[config.mk]
export PLATFORM = sky130hd
export DESIGN_NAME = serializer16
export DESIGN_NICKNAME = d
export VERILOG_FILES = /design/src/rtl/serializer16_pkg.sv /design/src/rtl/mux16x1.sv /design/src/rtl/serializer16.sv
export SDC_FILE = /design/constraint.sdc
export NUM_CORES = 1
export LEC_CHECK = 0
export BUFFER_PORTS_ARGS = -buffer_cell sky130_fd_sc_hd__buf_2
export CAP_MARGIN = 20
export CORE_MARGIN = 8
export CORE_UTILIZATION = 46
export CTS_CLUSTER_DIAMETER = 80
export DETAILED_ROUTE_END_ITERATION = 10
export PLACE_DENSITY = 0.74
export SYNTH_ARGS = -nofsm -noshare
export SYNTH_HDL_FRONTEND = slang
export SYNTH_HIERARCHICAL = 1
export SYNTH_SLANG_ARGS = --single-unit
[constraint.sdc]
create_clock -name clk -period 1.61 [get_ports clk]
set_input_delay 0.161 -clock clk [delete_from_list [all_inputs] [get_ports clk]]
set_output_delay 0.161 -clock clk [all_outputs]
set_load 0.005 [all_outputs]
[src/rtl/serializer16_pkg.sv]
// Shared widths, state encoding and index helpers for the 16-bit serializer.
package serializer16_pkg;

    localparam int W     = 16;
    localparam int IDX_W = 4;

    typedef enum logic {
        IDLE  = 1'b0,
        SHIFT = 1'b1
    } state_e;

    function automatic logic [IDX_W-1:0] start_idx(input bit msb_first);
        return msb_first ? 4'd15 : 4'd0;
    endfunction

    function automatic logic [IDX_W-1:0] last_idx(input bit msb_first);
        return msb_first ? 4'd0 : 4'd15;
    endfunction

endpackage

[src/rtl/mux16x1.sv]
// 16:1 bit-select multiplexer: z_o is the bit of d_i addressed by s_i.
module mux16x1 (
    input  logic [15:0] d_i,
    input  logic [3:0]  s_i,
    output logic        z_o
);

    assign z_o = d_i[s_i];

endmodule

[src/rtl/serializer16.sv]
// Parallel-in, serial-out stage: latches a word on a valid/ready handshake and
// steps the mux16x1 select one bit per accepted serial beat.
//
//   state | meaning
//   IDLE  | no word held; in_ready high, out_valid low
//   SHIFT | word held; cnt addresses the bit currently offered on out_bit
module serializer16
    import serializer16_pkg::*;
#(
    parameter bit MSB_FIRST = 1'b0
) (
    input  logic             clk,
    input  logic             rst,
    input  logic             in_valid,
    output logic             in_ready,
    input  logic [W-1:0]     in_data,
    output logic             out_valid,
    input  logic             out_ready,
    output logic             out_bit,
    output logic [IDX_W-1:0] sel,
    output logic             busy,
    output logic             done
);

    localparam logic [IDX_W-1:0] START = start_idx(MSB_FIRST);
    localparam logic [IDX_W-1:0] LAST  = last_idx(MSB_FIRST);

    state_e           state_q, state_d;
    logic [W-1:0]     data_q, data_d;
    logic [IDX_W-1:0] cnt_q, cnt_d;
    logic             done_q, done_d;
    logic             last_beat;

    always_ff @(posedge clk or posedge rst) begin
        if (rst) begin
            state_q <= IDLE;
            data_q  <= '0;
            cnt_q   <= START;
            done_q  <= 1'b0;
        end else begin
            state_q <= state_d;
            data_q  <= data_d;
            cnt_q   <= cnt_d;
            done_q  <= done_d;
        end
    end

    // Last bit handed off this cycle; lets the next word load with no bubble.
    assign last_beat = (state_q == SHIFT) && (cnt_q == LAST) && out_ready;
    assign in_ready  = (state_q == IDLE) || last_beat;

    always_comb begin
        state_d = state_q;
        data_d  = data_q;
        cnt_d   = cnt_q;
        done_d  = 1'b0;
        case (state_q)
            IDLE: begin
                if (in_valid) begin
                    data_d  = in_data;
                    cnt_d   = START;
                    state_d = SHIFT;
                end
            end
            SHIFT: begin
                if (out_ready) begin
                    if (cnt_q == LAST) begin
                        done_d = 1'b1;
                        cnt_d  = START;
                        if (in_valid) begin
                            data_d = in_data;
                        end else begin
                            state_d = IDLE;
                        end
                    end else begin
                        cnt_d = MSB_FIRST ? (cnt_q - 4'd1) : (cnt_q + 4'd1);
                    end
                end
            end
            default: state_d = IDLE;
        endcase
    end

    assign out_valid = (state_q == SHIFT);
    assign busy      = (state_q == SHIFT);
    assign sel       = cnt_q;
    assign done      = done_q;

    mux16x1 u_mux (
        .d_i (data_q),
        .s_i (cnt_q),
        .z_o (out_bit)
    );

endmodule

==> results.yml <==
clock_network:
  clk_path_buf_depth: 2
  h-tree-depth: 1
  clk_pin_slew_ns: 0.12
  cts_sinks: 22
  clk_latency_ns: 0.30
  root_buffer: "clkbuf_4"
  numCtsBuffers: 3
  cts_tree: "yes"
setup_path:
  end_kind: "output pin"
  timing.rr.start: "sel[0]$_DFFE_PP0P_"
  cp.required_ns: 1.45
  crit_type: "reg2out"
  r2r-end: "data_q[0]$_DFFE_PP0P_"
  cp_max_fo: 8
  r2r_cells: 6
  start_kind: "flip-flop"
  r2r_slack_ns: -0.17
  crit_arrival_ns: 1.72
floorplanning:
  start_util: 0.466
  io_pins: 29
  core_area_mm2: 0.00239
  die_w_um: 65.2
  rows: 18
  die-height_um: 65.2
  dieArea_mm2: 0.00425
cells_and_area:
  regArea_um2: 553
  mostFrequentLayoutCell: "buf_2"
  final_nets: 131
  fill_cells: 221
  multi_input_area_um2: 527
  fin_util: 0.582
  diodes: 0
  final_cell_mix: "buf_2 (28), dfrtp_1 (20), mux2_4 (10), mux2_2 (7), buf_4 (5)"
  drive_gt1_frac: 0.624
  area_delta_synth_final_pct: 24.8
worst_hold_path:
  hold_start: "in_valid"
  hold_path_end: "busy$_DFF_PP0_"
  holdPathStages: 2
  hold_path.class: "in2reg"
drt:
  drtIter0Drc: 30
  routed.top_layer: "met4"
  first_pass_iters: 4
  wl_met3_um: 108
  drc: 0
  routed_wl_um: 2270
  detail_route.wl_per_cell_um: 16.3
  ant_nets: 0
  vias_per_cell: 5.16
  wl_met1_um: 1080
  met2WireLength_um: 1060
  vias: 717
synthesis:
  yosys.area_share.simple: 0.0697
  synth_area_per_cell_um2: 15.5
  synth_edf_count: 0
  syn_nets: 93
  yosys_most_used_dff: "dfrtp_1"
  synth-seq-cells: 22
  synth-xor-area-share: 0
  ys_types: 26
  yosysWarningCount: 6
  synthCells: 72
  synth_top_family_by_area: "multiplexers"
  syn_area_mm2: 0.00111
  async_flop_share: 1.00
  synth-compound-area-share: 0.0652
  synth-adder-area-share: 0.0112
  yosysSeqAreaShare: 0.494
  synthMuxAreaShare: 0.327
placement:
  post-place-ws_ns: -0.0239
  globalplace.congestion: 0.800
  dp.final_hpwl_um: 1630
  port-buffer-count: 28
pwr:
  power_per_cell_area_mw_per_mm2: 1590
  p_seq_frac: 0.441
  ir_worst_vdd_mv: 0.858
  p_int_mw: 1.55
  swShare: 0.298
  leakagePower_nw: 0.662
  power_mw: 2.21
  power_switching_mw: 0.659
  combPwrFrac: 0.423
  p_clk_frac: 0.136
global_route:
  antenna_found_initial: 0
  grt_pass1_wl_um: 3810
  grtUsageTotal: 0.115
  grt_max_degree: 23
  grt.overflow.total: 0
  grt_pass1_vias: 750
sta:
  clock_skew_ns: 0.00353
  slew_headroom: 0.737
  finalHoldViolCount: 0
  min_period_over_period: 1.17
  timing.final.crit_period_ns: 1.89
  fmax_mhz: 530
  slew_violations: 0
  hold_ws_ns: 0.0720
  setup_slack_ns: -0.275
  tightest_slew_ns: 0.394
  finalSetupViolations: 18
  rsz0062_at_grt: "yes"
run_status:
  status: "finished, violations left"
  violations: "negative setup slack"
job:
  maxCapViolations: 0
[stage by stage]
stage	cell area, µm²	std cells	TNS (ns)
after floorplan	1130	72	0
after global placement	1320	132	0
after detailed placement	1320	132	-0.0547
after CTS	1390	139	-3.33
after global routing	1390	139	-4.67
final	1390	139	-2.68
[flip-flops by register name, summed over array words and instances, names as in the netlist]
register  flops
sel           4
data_q       16
busy          1
done          1
[power by group through the flow]
stage | clock network, mW | registers [mW] | logic [mW]
floorplan | 0 | 0.967 | 0.601
global placement | 0 | 0.968 | 0.868
detailed placement | 0 | 0.978 | 0.900
CTS | 0.318 | 0.977 | 0.949
global route | 0.339 | 1.01 | 1.01
finish | 0.301 | 0.975 | 0.937
[cell families (layout without fill, tap and decap cells)]
family	count (synthesis)	after routing
flip-flops	22	22
AND/OR/NAND/NOR	12	12
AO/OA/AOI/OAI	9	9
adder cells (fa/ha/maj)	1	1
multiplexers	24	24
buffers and inverters	4	41
[repair_timing]
action                     CTS  global route
hold buffers                 1             0
gates resized for setup      5             2
setup buffers                1             0
cloned                       1             0
hold endpoints to repair    22             0
setup endpoints to repair    8            18
[Yosys cell counts (2+ instances only)]
library cell / count / area [µm²]
dfrtp_1: 22 / 551
mux2_4: 10 / 150
mux2_2: 7 / 78.8
mux4_1: 4 / 105
o21ai_0: 4 / 20.0
mux2i_1: 3 / 30.0
and3_1: 2 / 12.5
nand2_1: 2 / 7.51
[critical path: stages (launching register included)]
cell	delay, ns
dfrtp_2	0.49
mux4_2	0.52
mux2i_1	0.20
mux2i_1	0.09
buf_2	0.13
[layout make-up]
class / count / share of cell area
Multi-Input combinational cell: 46 / 0.379
Sequential cell: 22 / 0.398
Timing Repair Buffer: 36 / 0.167
Tap cell: 30 / 0.0270
Inverter: 1 / 0.00270
Clock buffer: 4 / 0.0261
[metal layers]
layer / vias up / GRT usage
met5: - / 0
met1: 350 / 0.153
met2: 21 / 0.166
met4: 0 / 0.0572
li1: 342 / -
met3: 4 / 0.0340
[worst max path at each step]
stage | startpoint | endpoint | slack, ns
after floorplan | sel[0]$_DFFE_PP0P_ | data_q[0]$_DFFE_PP0P_ | 0.005
after global placement | sel[0]$_DFFE_PP0P_ | out_bit | 0.02
after detailed placement | sel[0]$_DFFE_PP0P_ | data_q[4]$_DFFE_PP0P_ | -0.02
after CTS | sel[0]$_DFFE_PP0P_ | out_bit | -0.30
after global routing | sel[0]$_DFFE_PP0P_ | out_bit | -0.36
final | sel[0]$_DFFE_PP0P_ | out_bit | -0.28
No activity file was read; power rests on OpenSTA's default activity.
